===== src/rtl/dw_norm_seq.sv =====
// dw_norm_seq: iterative normalizer. Finds the left-shift count that
// normalizes a word (unsigned or two's complement), one bit per clock, and
// returns the normalized word, the count and the exponent reduced by it.
// Valid/ready handshake on both sides; every output is driven by a flop.
module dw_norm_seq #(
    parameter int data_width = 16,
    parameter int sh_width   = 4,
    parameter int exp_width  = 5
) (
    input  logic                  clk,
    input  logic                  rst,
    input  logic                  in_valid,
    output logic                  in_ready,
    input  logic [data_width-1:0] data_in,
    input  logic                  data_tc,
    input  logic [exp_width-1:0]  exp_in,
    output logic                  out_valid,
    input  logic                  out_ready,
    output logic [data_width-1:0] data_out,
    output logic [sh_width-1:0]   sh_out,
    output logic [exp_width-1:0]  exp_out,
    output logic                  zero_flag,
    output logic                  exp_uflow
);

    // Largest shift the count can express without exceeding the word.
    localparam int CNT_LIMIT  = (1 << sh_width) - 1;
    localparam int MAX_SH_INT = (CNT_LIMIT < data_width - 1) ? CNT_LIMIT : data_width - 1;
    localparam logic [sh_width-1:0] MAX_SH = sh_width'(MAX_SH_INT);

    // Subtraction width: one bit wider than either operand so the top bit is the borrow.
    localparam int DIFF_W = ((exp_width > sh_width) ? exp_width : sh_width) + 1;

    typedef enum logic [1:0] {
        ST_IDLE  = 2'd0,
        ST_SHIFT = 2'd1,
        ST_DONE  = 2'd2
    } state_t;

    state_t                  r_state;
    state_t                  w_next;
    logic [data_width-1:0]   r_d;
    logic [sh_width-1:0]     r_cnt;
    logic [exp_width-1:0]    r_exp;
    logic                    r_tc;
    logic                    r_in_ready;
    logic                    r_out_valid;
    logic [data_width-1:0]   r_data_out;
    logic [sh_width-1:0]     r_sh_out;
    logic [exp_width-1:0]    r_exp_out;
    logic                    r_zero_flag;
    logic                    r_exp_uflow;

    logic                    w_norm;
    logic                    w_in_zero;
    logic [DIFF_W-1:0]       w_diff;

    // Normalized: unsigned needs a set MSB; signed needs the top two bits to differ.
    assign w_norm    = r_tc ? (r_d[data_width-1] ^ r_d[data_width-2]) : r_d[data_width-1];
    assign w_in_zero = (data_in == '0);
    assign w_diff    = DIFF_W'(r_exp) - DIFF_W'(r_cnt);

    // State register.
    always_ff @(posedge clk) begin
        // NOTE: sequential state always uses non-blocking (<=) so every flop samples pre-edge values.
        if (rst) begin
            r_state <= ST_IDLE;
        end else begin
            r_state <= w_next;
        end
    end

    // Next-state decode.
    always_comb begin
        // NOTE: default assignment first so no path through this block infers a latch.
        w_next = r_state;
        case (r_state)
            ST_IDLE:  if (in_valid) w_next = w_in_zero ? ST_DONE : ST_SHIFT;
            ST_SHIFT: if (w_norm || (r_cnt == MAX_SH)) w_next = ST_DONE;
            ST_DONE:  if (out_ready) w_next = ST_IDLE;
            default:  w_next = ST_IDLE;
        endcase
    end

    // Working register, shift counter and registered result/handshake outputs.
    always_ff @(posedge clk) begin
        if (rst) begin
            r_d         <= '0;
            r_cnt       <= '0;
            r_exp       <= '0;
            r_tc        <= 1'b0;
            r_in_ready  <= 1'b1;
            r_out_valid <= 1'b0;
            r_data_out  <= '0;
            r_sh_out    <= '0;
            r_exp_out   <= '0;
            r_zero_flag <= 1'b0;
            r_exp_uflow <= 1'b0;
        end else begin
            r_in_ready  <= (w_next == ST_IDLE);
            r_out_valid <= (w_next == ST_DONE);
            case (r_state)
                ST_IDLE: begin
                    if (in_valid) begin
                        r_d   <= data_in;
                        r_tc  <= data_tc;
                        r_exp <= exp_in;
                        r_cnt <= '0;
                        // Zero input skips the shift loop and reports directly.
                        if (w_in_zero) begin
                            r_data_out  <= '0;
                            r_sh_out    <= '0;
                            r_exp_out   <= exp_in;
                            r_zero_flag <= 1'b1;
                            r_exp_uflow <= 1'b0;
                        end
                    end
                end
                ST_SHIFT: begin
                    if (w_next == ST_DONE) begin
                        r_data_out  <= r_d;
                        r_sh_out    <= r_cnt;
                        r_exp_out   <= w_diff[exp_width-1:0];
                        r_zero_flag <= 1'b0;
                        r_exp_uflow <= w_diff[DIFF_W-1];
                    end else begin
                        r_d   <= r_d << 1;
                        r_cnt <= r_cnt + sh_width'(1);
                    end
                end
                default: ;
            endcase
        end
    end

    assign in_ready  = r_in_ready;
    assign out_valid = r_out_valid;
    assign data_out  = r_data_out;
    assign sh_out    = r_sh_out;
    assign exp_out   = r_exp_out;
    assign zero_flag = r_zero_flag;
    assign exp_uflow = r_exp_uflow;

endmodule

===== config.mk =====
export PLATFORM = sky130hd
export DESIGN_NAME = dw_norm_seq
export DESIGN_NICKNAME = d
export VERILOG_FILES = /design/src/rtl/dw_norm_seq.sv
export SDC_FILE = /design/constraint.sdc
export NUM_CORES = 1
export LEC_CHECK = 0
export ABC_AREA = 0
export BUFFER_PORTS_ARGS = -buffer_cell sky130_fd_sc_hd__buf_2
export CELL_PAD_IN_SITES_DETAIL_PLACEMENT = 1
export CELL_PAD_IN_SITES_GLOBAL_PLACEMENT = 2
export CORE_ASPECT_RATIO = 0.5
export CORE_MARGIN = 4
export CORE_UTILIZATION = 33
export DETAILED_ROUTE_END_ITERATION = 12
export GPL_TIMING_DRIVEN = 0
export HOLD_SLACK_MARGIN = 0.12
export PLACE_DENSITY = 0.78
export SLEW_MARGIN = 20
export SYNTH_ARGS = -nofsm -noshare
export SYNTH_HDL_FRONTEND = slang
export SYNTH_SLANG_ARGS = --single-unit

===== constraint.sdc =====
create_clock -name clk -period 2.8 [get_ports clk]
set_clock_uncertainty 0.2 [all_clocks]
set_input_delay 0.42 -clock clk [delete_from_list [all_inputs] [get_ports clk]]
set_output_delay 0.42 -clock clk [all_outputs]
set_load 0.005 [all_outputs]

Word level (Yosys, flattened, before mapping) --
Cells that the tools add are included.
Operators by class: multipliers 0, magnitude comparators 0, divide/modulo/power cells 0, reduce and logical (&&, ||, !) cells 8, add/sub/neg operators 2, shifts and indexed selects 0, equality and inequality tests 8, mux-type cells 32, bitwise logic cells 1
Operators with widths (number):
- $mux 16 | 5
- $pmux 16 s2 | 2
- $mux 4 | 5
- $logic_not 16->1 | 1
- $pmux 4 s2 | 2
- $mux 5 | 3
- $pmux 5 s2 | 1
- $mux 2 | 4
- $ne 2x2->1 const B | 4
- $mux 1 | 7
- $pmux 2 s3 | 1
- $sub 5x4->6 | 1
- $add 4x1->4 const B | 1
- $eq 2x2->1 const B | 2
- $eq 4x4->1 const B | 1
- $logic_not 2->1 | 2
- $pmux 1 s2 | 2
- $reduce_and 4->1 | 1
- $reduce_and 3->1 | 1
- $eq 2x1->1 const B | 1
- $reduce_and 2->1 | 1
- $reduce_bool 2->1 | 1
- $logic_or 1x1->1 | 1
- $xor 1x1->1 | 1
Storage, ports and cells: latch bits 0, bits of input ports 26, flip-flop bits (word level) 57, bits in read-only memories 0, memories kept 0, memory bits (writable) 0, logic and storage cells 63

Longest topological paths before layout --
Gate-level depths: netlist of run 1.
word-level depth 8, depth in mapped cells 7, mapped depth without buffers 7

Worst setup path after synthesis of run 1 --
OpenSTA, ideal clock, no wires.
path kind register to register, start register r_cnt[1], end register r_exp_out[2], in the netlist exp_out[2], clock period less this slack 1.992 ns, arrival 1.672 ns, stages on the path, launching flop included 6, buffers on the path 0, path slack 0.808 ns, required time 2.479 ns, setup time 0.121 ns, cells stage by stage dfxtp_1 -> ha_1 -> and3_1 -> o31ai_4 -> o21a_4 -> mux2_2
On the way: cells in the longest elaborated chain, start to end 7
Ends and longest elaborated chain:
- start: declaration | RTL line 43 | logic [sh_width-1:0] r_cnt;
- start signal: assignment | RTL line 128 | r_cnt <= r_cnt + sh_width'(1);
- $eq 4x4->1 | RTL line 79 | ST_SHIFT: if (w_norm || (r_cnt == MAX_SH)) w_next = ST_DONE;
- $logic_or 1x1->1 | RTL line 79
- $mux 2 | RTL line 79
- $pmux 2 s3 | RTL line 77 | case (r_state)
- $eq 2x2->1 | RTL line 120 | if (w_next == ST_DONE) begin
- $ne 2x2->1 (no line)
- $reduce_and 4->1 (no line)
- end signal: assignment | RTL line 113 | r_exp_out <= exp_in;
- end signal: assignment | RTL line 123 | r_exp_out <= w_diff[exp_width-1:0];
- end: declaration | RTL line 50 | logic [exp_width-1:0] r_exp_out;
Parallel ways exist; a longest one is shown, timed or not. The select of a mux whose other input is x is not followed. A chain may end at the register's enable or synchronous reset.

Worst setup path in the final report of run 1 --
start register r_cnt[1], end register r_data_out[10], in the netlist data_out[10]
On the way: cells in the longest elaborated chain, start to end 7
Ends and longest elaborated chain:
- $eq 4x4->1 | RTL line 79
- $logic_or 1x1->1 | RTL line 79
- $mux 2 | RTL line 79
- $pmux 2 s3 | RTL line 77
- $eq 2x2->1 | RTL line 120
- $ne 2x2->1 (no line)
- $reduce_and 4->1 (no line)
- end signal: assignment | RTL line 121 | r_data_out <= r_d;
- end: declaration | RTL line 48 | logic [data_width-1:0] r_data_out;
No other way between the ends.

==> summary.txt, run 1 <==
Status
  • Status: finished clean

Global routing
  • Gr usage total: 18.2%
  • Number of global-route vias before repair: 2739
  • Grt ovf: 0
  • Initial antenna violation count: 0
  • Largest net degree at the start of global routing: 11
  • First-pass GRT wire length: 14.4 mm

Drt
  • DR WL/cell: 17.9 µm
  • DRC errors left: 0
  • Drt first pass iters: 4
  • Final ANT Viol Nets: 0
  • Routed WL: 8.74 mm
  • Via density: 5.32
  • Detailed Route Iter0 Violations: 109
  • Via count of the routed design: 2589

Setup path
  • Critical path type: reg2reg
  • CP endpoint kind: flop
  • Critical-path top delay cell: o31ai_4
  • Setup crit start: r_cnt[1]$_SDFFE_PP0P_
  • Worst-path fanout max: 10
  • CP Cell Sequence: ha_1, and3_1, o31ai_4, buf_2, nor3b_1, a31o_2
  • Register-to-Register Path Depth: 6
  • WP data required: 2.82 ns
  • R2R Setup Slk: 0.56 ns
  • Reg-to-Reg End: data_out[10]$_SDFFE_PP0P_
  • Startpoint types: flop
  • CP max stage delay: 0.42 ns
  • Critical Path AT: 2.26 ns
  • Critical R2R Launch: r_cnt[1]$_SDFFE_PP0P_

Hold path
  • Hold path depth: 3
  • HP Start: data_tc
  • HP Class: in2reg
  • Worst Hold End: r_tc$_SDFFE_PP0P_

STA
  • Tmin final: 2.24 ns
  • Fin crit share: 80.0%
  • Setup_tns: 0 ns
  • Max-slew headroom: 50.3%
  • Transition time of the tightest slew-check pin: 0.745 ns
  • Setup ws final: 0.560 ns
  • RSZ-0062 raised after global routing: no
  • Fin. max-slew vios: 0
  • Max Fclk: 0.446 GHz
  • Setup Viol. Count Final: 0
  • Fin. Hold Viols: 0

Yosys
  • Sequential-to-total area share from yosys stat: 40.3%
  • Synthesized cell area: 0.00283 mm²
  • Library cells used by synthesis: 53
  • Ys async rst share: 0%
  • Syn. warnings: 0
  • Syn nets: 338
  • Dominant synthesized flop cell: dfxtp_1
  • Avg Inst Size Synth: 9.25 µm²
  • Post-synthesis register bit count: 57
  • Post-synth EDFFs: 0
  • Syn Inst Count: 306

CTS
  • Hold Buf Count CTS: 0
  • Inserted Clock Buffers: 9
  • Clk buf depth: 2
  • Clock insertion delay at the later pin of the skew report: 0.33 ns
  • TritonCTS clock tree: yes
  • H-tree levels: 3
  • Post-CTS sizing: 0
  • Post-CTS setup buffers: 0
  • CTS Sinks: 57
  • Worst-path clk slew: 0.05 ns
  • Clock root buffer: clkbuf_16

Die
  • Die height: 73.5 µm
  • Row count: 23
  • Number of I/O pins: 55
  • CORE AREA: 0.00817 mm²
  • Die extent in x: 139 µm
  • Initial Utilization: 34.6%
  • DIE AREA: 0.0102 mm²

Pwr
  • Leak: 1.41 nW
  • Total power: 2.47 mW
  • Peak supply drop: 0.000328 V
  • Pwr Density: 696 mW/mm²

Cells and area
  • Fin cells: 487
  • Layout cell share with drive strength beyond 1: 31.2%
  • P&R area growth vs syn: 25.5%
  • Fill cells: 976
  • Antenna cells: 0
  • Nets: 403

Placement
  • Placed cells: 472
  • Setup WS pre-CTS: 0.291 ns
  • Detailed placer's ending HPWL: 6.62 mm
  • IO buf count: 54
  • GPL Wtd Cong: 0.807

Run
  • Maxcap violations: 0
[logic make-up (layout without fill, tap and decap cells)]
kind of cell | count (synthesis) | after routing | synth area share [%]
XOR/XNOR | 2 | 2 | 0.619
buffers and inverters | 41 | 110 | 6.98
multiplexers | 4 | 4 | 1.50
AO/OA/AOI/OAI | 73 | 73 | 26.3
flip-flops | 57 | 57 | 40.3
AND/OR/NAND/NOR | 123 | 123 | 21.4
adder cells (fa/ha/maj) | 6 | 6 | 2.92
[critical path: cells and delay by family, from the launching register on]
family / cells / cell delay [ns]
flip-flops: 1 / 0.37
adder cells (fa/ha/maj): 1 / 0.24
AO/OA/AOI/OAI: 2 / 0.65
buffers and inverters: 1 / 0.32
AND/OR/NAND/NOR: 2 / 0.35
[worst max path at each step]
stage,endpoint
after CTS,data_out[10]$_SDFFE_PP0P_
final,data_out[10]$_SDFFE_PP0P_
after detailed placement,data_out[10]$_SDFFE_PP0P_
after global placement,data_out[10]$_SDFFE_PP0P_
after global routing,data_out[8]$_SDFFE_PP0P_
after floorplan,exp_out[2]$_SDFFE_PP0P_
[area by class of cell]
type | instances | area (µm²) | share of cell area, %
multi-input cells | 208 | 1490 | 42.0
flip-flops and latches | 57 | 1140 | 32.1
repair buffers | 54 | 270 | 7.61
clock buffers | 12 | 246 | 6.94
well taps | 112 | 140 | 3.95
plain buffers | 24 | 134 | 3.77
clock inverters | 3 | 65.1 | 1.83
inverters | 17 | 63.8 | 1.80
[sequential cells by signal (all words and copies together), names as in the netlist]
name,count
r_cnt,4
exp_out,5
r_state,2
data_out,16
r_d,16
in_ready,1
exp_uflow,1
r_tc,1
sh_out,4
out_valid,1
r_exp,5
zero_flag,1
[cells in the final DEF, fill, tap and decap left out, types with 3 or more instances in the layout]
master,n
clkbuf_16,9
nor3b_1,9
a31o_2,8
and3_1,3
nor2b_1,4
a21oi_1,13
dfxtp_1,57
buf_6,4
nand2_1,61
nor2_1,21
o211ai_1,4
o2111ai_1,5
nor4_1,4
clkbuf_1,15
o21ai_0,3
buf_2,59
nand2b_1,3
ha_1,5
o32ai_1,7
a311oi_2,14
inv_1,17
nand3_1,4
o32ai_2,5
[cells in the mapped netlist (2+ instances only)]
library cell	instances	area, µm²
o21ai_0	3	15.0
nand2_1	61	229
a31o_2	8	70.1
nor3b_1	9	67.6
nand2b_1	3	18.8
inv_1	17	63.8
mux2i_1	2	20.0
a311oi_2	14	210
or4_1	2	15.0
and3_1	3	18.8
o2111ai_1	5	43.8
a21oi_1	13	65.1
clkbuf_1	13	48.8
o211ai_1	4	30.0
nand4_1	2	12.5
nand3_1	4	20.0
nor3_1	2	10.0
buf_6	4	45.0
nor2b_1	4	25.0
ha_1	5	62.6
buf_2	5	25.0
o32ai_2	5	81.3
o32ai_1	7	61.3
buf_4	2	15.0
xnor2_1	2	17.5
dfxtp_1	57	1140
nor2_1	21	78.8
nor4_1	4	25.0
[layer usage]
metal | global-route usage [%] | routed length, µm | vias to the layer above
met3 | 5.14 | 422 | 10
met1 | 23.1 | 4140 | 1287
li1 | - | - | 1239
met5 | 0 | 0 | -
met4 | 5.97 | 121 | 0
met2 | 30.5 | 4060 | 53
[power breakdown]
group          internal (mW)  switching (mW)
registers              0.867          0.0433
logic                  0.157           0.243
clock network          0.796           0.366
total                   1.82           0.652
[metrics by stage]
| step | area, µm² | util, % | hold WS (ns) |
|---|---|---|---|
| finish | 3550 | 43.5 | 0.139 |
| global route | 3550 | 43.5 | 0.136 |
| CTS | 3550 | 43.5 | 0.135 |
| detailed placement | 3240 | 39.7 | 0.259 |
| global placement | 3240 | 39.7 | 0.249 |
| floorplan | 2830 | - | 0.236 |
Note: power is estimated with default switching activity, not from simulation.
==> run 2: changes to the inputs <==
clock period = 2.2 ns   (was 2.8 ns; I/O delays follow)
==> run 2 against run 1 <==
Sequential power grew 27%; maximum frequency is 4.8% higher; cell count increased by 4.7%; global-route usage grew 0.42 points; via count grew 2.4%; non-clock buffer count grew 23; clock power grew 28%; core utilization grew 2.8 points; register-to-register slack got worse by 0.50 ns; power rose by 29%; first-iteration DRC count fell by 22%; critical path type unchanged; critical endpoint is now exp_out[2]$_SDFFE_PP0P_.
==> summary.txt, run 2 (synthesis gave the netlist of run 1 again) <==
Setup path
  • Reg-to-Reg End: exp_out[2]$_SDFFE_PP0P_
  • Setup crit end: exp_out[2]$_SDFFE_PP0P_
  • Worst-path fanout max: 7
  • Register-to-Register Path Depth: 6
  • R2R Setup Slk: 0.06 ns
  • CP delay by family, top: compound AO/OA/AOI/OAI gates
  • Critical R2R Launch: r_cnt[0]$_SDFFE_PP0P_
  • Critical Path AT: 2.15 ns
  • CP Cell Sequence: ha_1, and3_2, o31ai_4, buf_6, o21a_4, mux2_2
  • WP data required: 2.22 ns
  • CP max stage delay: 0.35 ns
  • Setup crit start: r_cnt[0]$_SDFFE_PP0P_
  • Critical-path top delay cell: dfxtp_1
  • CP bufs+invs: 1
  • Stages on worst setup path: 6
  • Critical path type: reg2reg
  • CP endpoint kind: flop
  • Startpoint types: flop

Drt
  • Routed WL: 8.99 mm
  • DRC errors left: 0
  • Detailed Route Iter0 Violations: 85
  • Via density: 5.20
  • DR WL/cell: 17.6 µm
  • Via count of the routed design: 2652
  • Final ANT Viol Nets: 0
  • Drt first pass iters: 4

Die
  • Row count: 23
  • Number of I/O pins: 55
  • Die height: 73.5 µm
  • DIE AREA: 0.0102 mm²
  • Die extent in x: 139 µm
  • Initial Utilization: 34.6%
  • CORE AREA: 0.00817 mm²

STA
  • Fin. Hold Viols: 0
  • Setup ws final: 0.0630 ns
  • Fin. max-slew vios: 0
  • Fin crit share: 97.1%
  • Worst hold-check slack: 0.123 ns
  • Setup Viol. Count Final: 0
  • Transition time of the tightest slew-check pin: 0.750 ns
  • Max Fclk: 0.468 GHz
  • Max-slew headroom: 50.0%
  • Tmin final: 2.14 ns

CTS
  • CTS Sinks: 57
  • Clock insertion delay at the later pin of the skew report: 0.33 ns
  • Clock root buffer: clkbuf_16
  • TritonCTS clock tree: yes
  • Worst-path clk slew: 0.05 ns
  • H-tree levels: 3
  • Clk buf depth: 2
  • Inserted Clock Buffers: 9

Placement
  • Area after DPL: 0.00324 mm²
  • GPL Wtd Cong: 0.807
  • IO buf count: 54
  • Detailed placer's ending HPWL: 6.62 mm
  • Setup WS pre-CTS: -0.219 ns

Pwr
  • Pwr Density: 844 mW/mm²
  • Total power: 3.19 mW
  • Peak supply drop: 0.000420 V
  • Leak: 1.52 nW

Cells and area
  • Post-route cell area: 0.00378 mm²
  • Antenna cells: 0
  • Layout cell share with drive strength beyond 1: 31.9%
  • Area occupied by multi-input gates: 0.00149 mm²
  • Commonest non-fill, non-tap cell in the layout: nand2_1
  • Fin util: 46.3%
  • Commonest cells after routing, fill and taps aside: nand2_1 (61), buf_2 (58), dfxtp_1 (56), nor2_1 (21), inv_1 (17)
  • P&R area growth vs syn: 33.6%
  • Register area: 0.00114 mm²
  • Nets: 426
  • Fill cells: 976

Status
  • Status: finished clean

Global routing
  • First-pass GRT wire length: 14.7 mm
  • Gr usage total: 18.6%
  • Largest net degree at the start of global routing: 11
  • Number of global-route vias before repair: 2836
  • Grt ovf: 0
  • Initial antenna violation count: 0

Hold path
  • HP Class: in2reg

Run
  • Maxcap violations: 0
==> run 2: changes by cell type in the layout (fill, tap and decap cells not counted), sizes merged <==
| cell | previous run | this run |
|---|---|---|
| dlygate4sd3 | 0 | 16 |
| buf | 65 | 72 |
==> run 2: tightest hold or removal path: cells and delay by family <==
| kind | cells | cell delay, ns |
|---|---|---|
| buffers and inverters | 1 | 0.10 |
| AOI/OAI and AO/OA | 1 | 0.09 |
| and+or+nand+nor | 1 | 0.07 |
==> run 2: final cells by class <==
class / instances / share of cell area (%)
Multi-Input combinational cell: 208 / 39.5
Sequential cell: 57 / 30.2
Timing Repair Buffer: 77 / 12.9
Clock buffer: 12 / 6.52
Buffer: 24 / 3.84
Tap cell: 112 / 3.70
Clock inverter: 3 / 1.72
Inverter: 17 / 1.69
==> run 2: repair_timing <==
action                                  in CTS  in global routing
hold buffers                                16                  0
endpoints found under the setup margin      10                 37
buffers inserted                             1                  6
endpoints found under the hold margin       17                  0
gates resized for setup                      1                  7
pin swaps                                    1                  2
==> run 2: how the worst min path moves through the flow <==
stage | start | endpoint | slack [ns] | cells past startpoint
6_report | data_in[4] | r_d[4]$_SDFFE_PP0P_ | 0.12 | 3
5_1_grt | data_in[4] | r_d[4]$_SDFFE_PP0P_ | 0.12 | 3
2_1_floorplan | r_exp[0]$_SDFFE_PP0P_ | r_exp[0]$_SDFFE_PP0P_ | 0.24 | 2
3_3_place_gp | r_exp[0]$_SDFFE_PP0P_ | r_exp[0]$_SDFFE_PP0P_ | 0.25 | 2
3_5_place_dp | exp_out[1]$_SDFFE_PP0P_ | exp_out[1]$_SDFFE_PP0P_ | 0.26 | 2
4_1_cts | data_in[10] | r_d[10]$_SDFFE_PP0P_ | 0.12 | 3
==> run 2: through the flow <==
stage,std cells,TNS (ns)
floorplan,306,0
global placement,472,-4.05
detailed placement,472,-3.94
CTS,504,0
global route,510,-0.0284
finish,510,0
==> run 2: power breakdown <==
| part | internal (mW) | switching, mW |
|---|---|---|
| clock | 1.01 | 0.466 |
| sequential | 1.10 | 0.0558 |
| combinational | 0.234 | 0.318 |
| total | 2.35 | 0.840 |
==> run 2: routing by layer <==
| metal | share of wire (%) | vias up | global-route usage (%) |
|---|---|---|---|
| li1 | - | 1280 | - |
| met3 | 4.1 | 10 | 5.01 |
| met5 | 0 | - | 0 |
| met4 | 1.2 | 0 | 5.97 |
| met2 | 47 | 55 | 32.1 |
| met1 | 48 | 1307 | 23.2 |
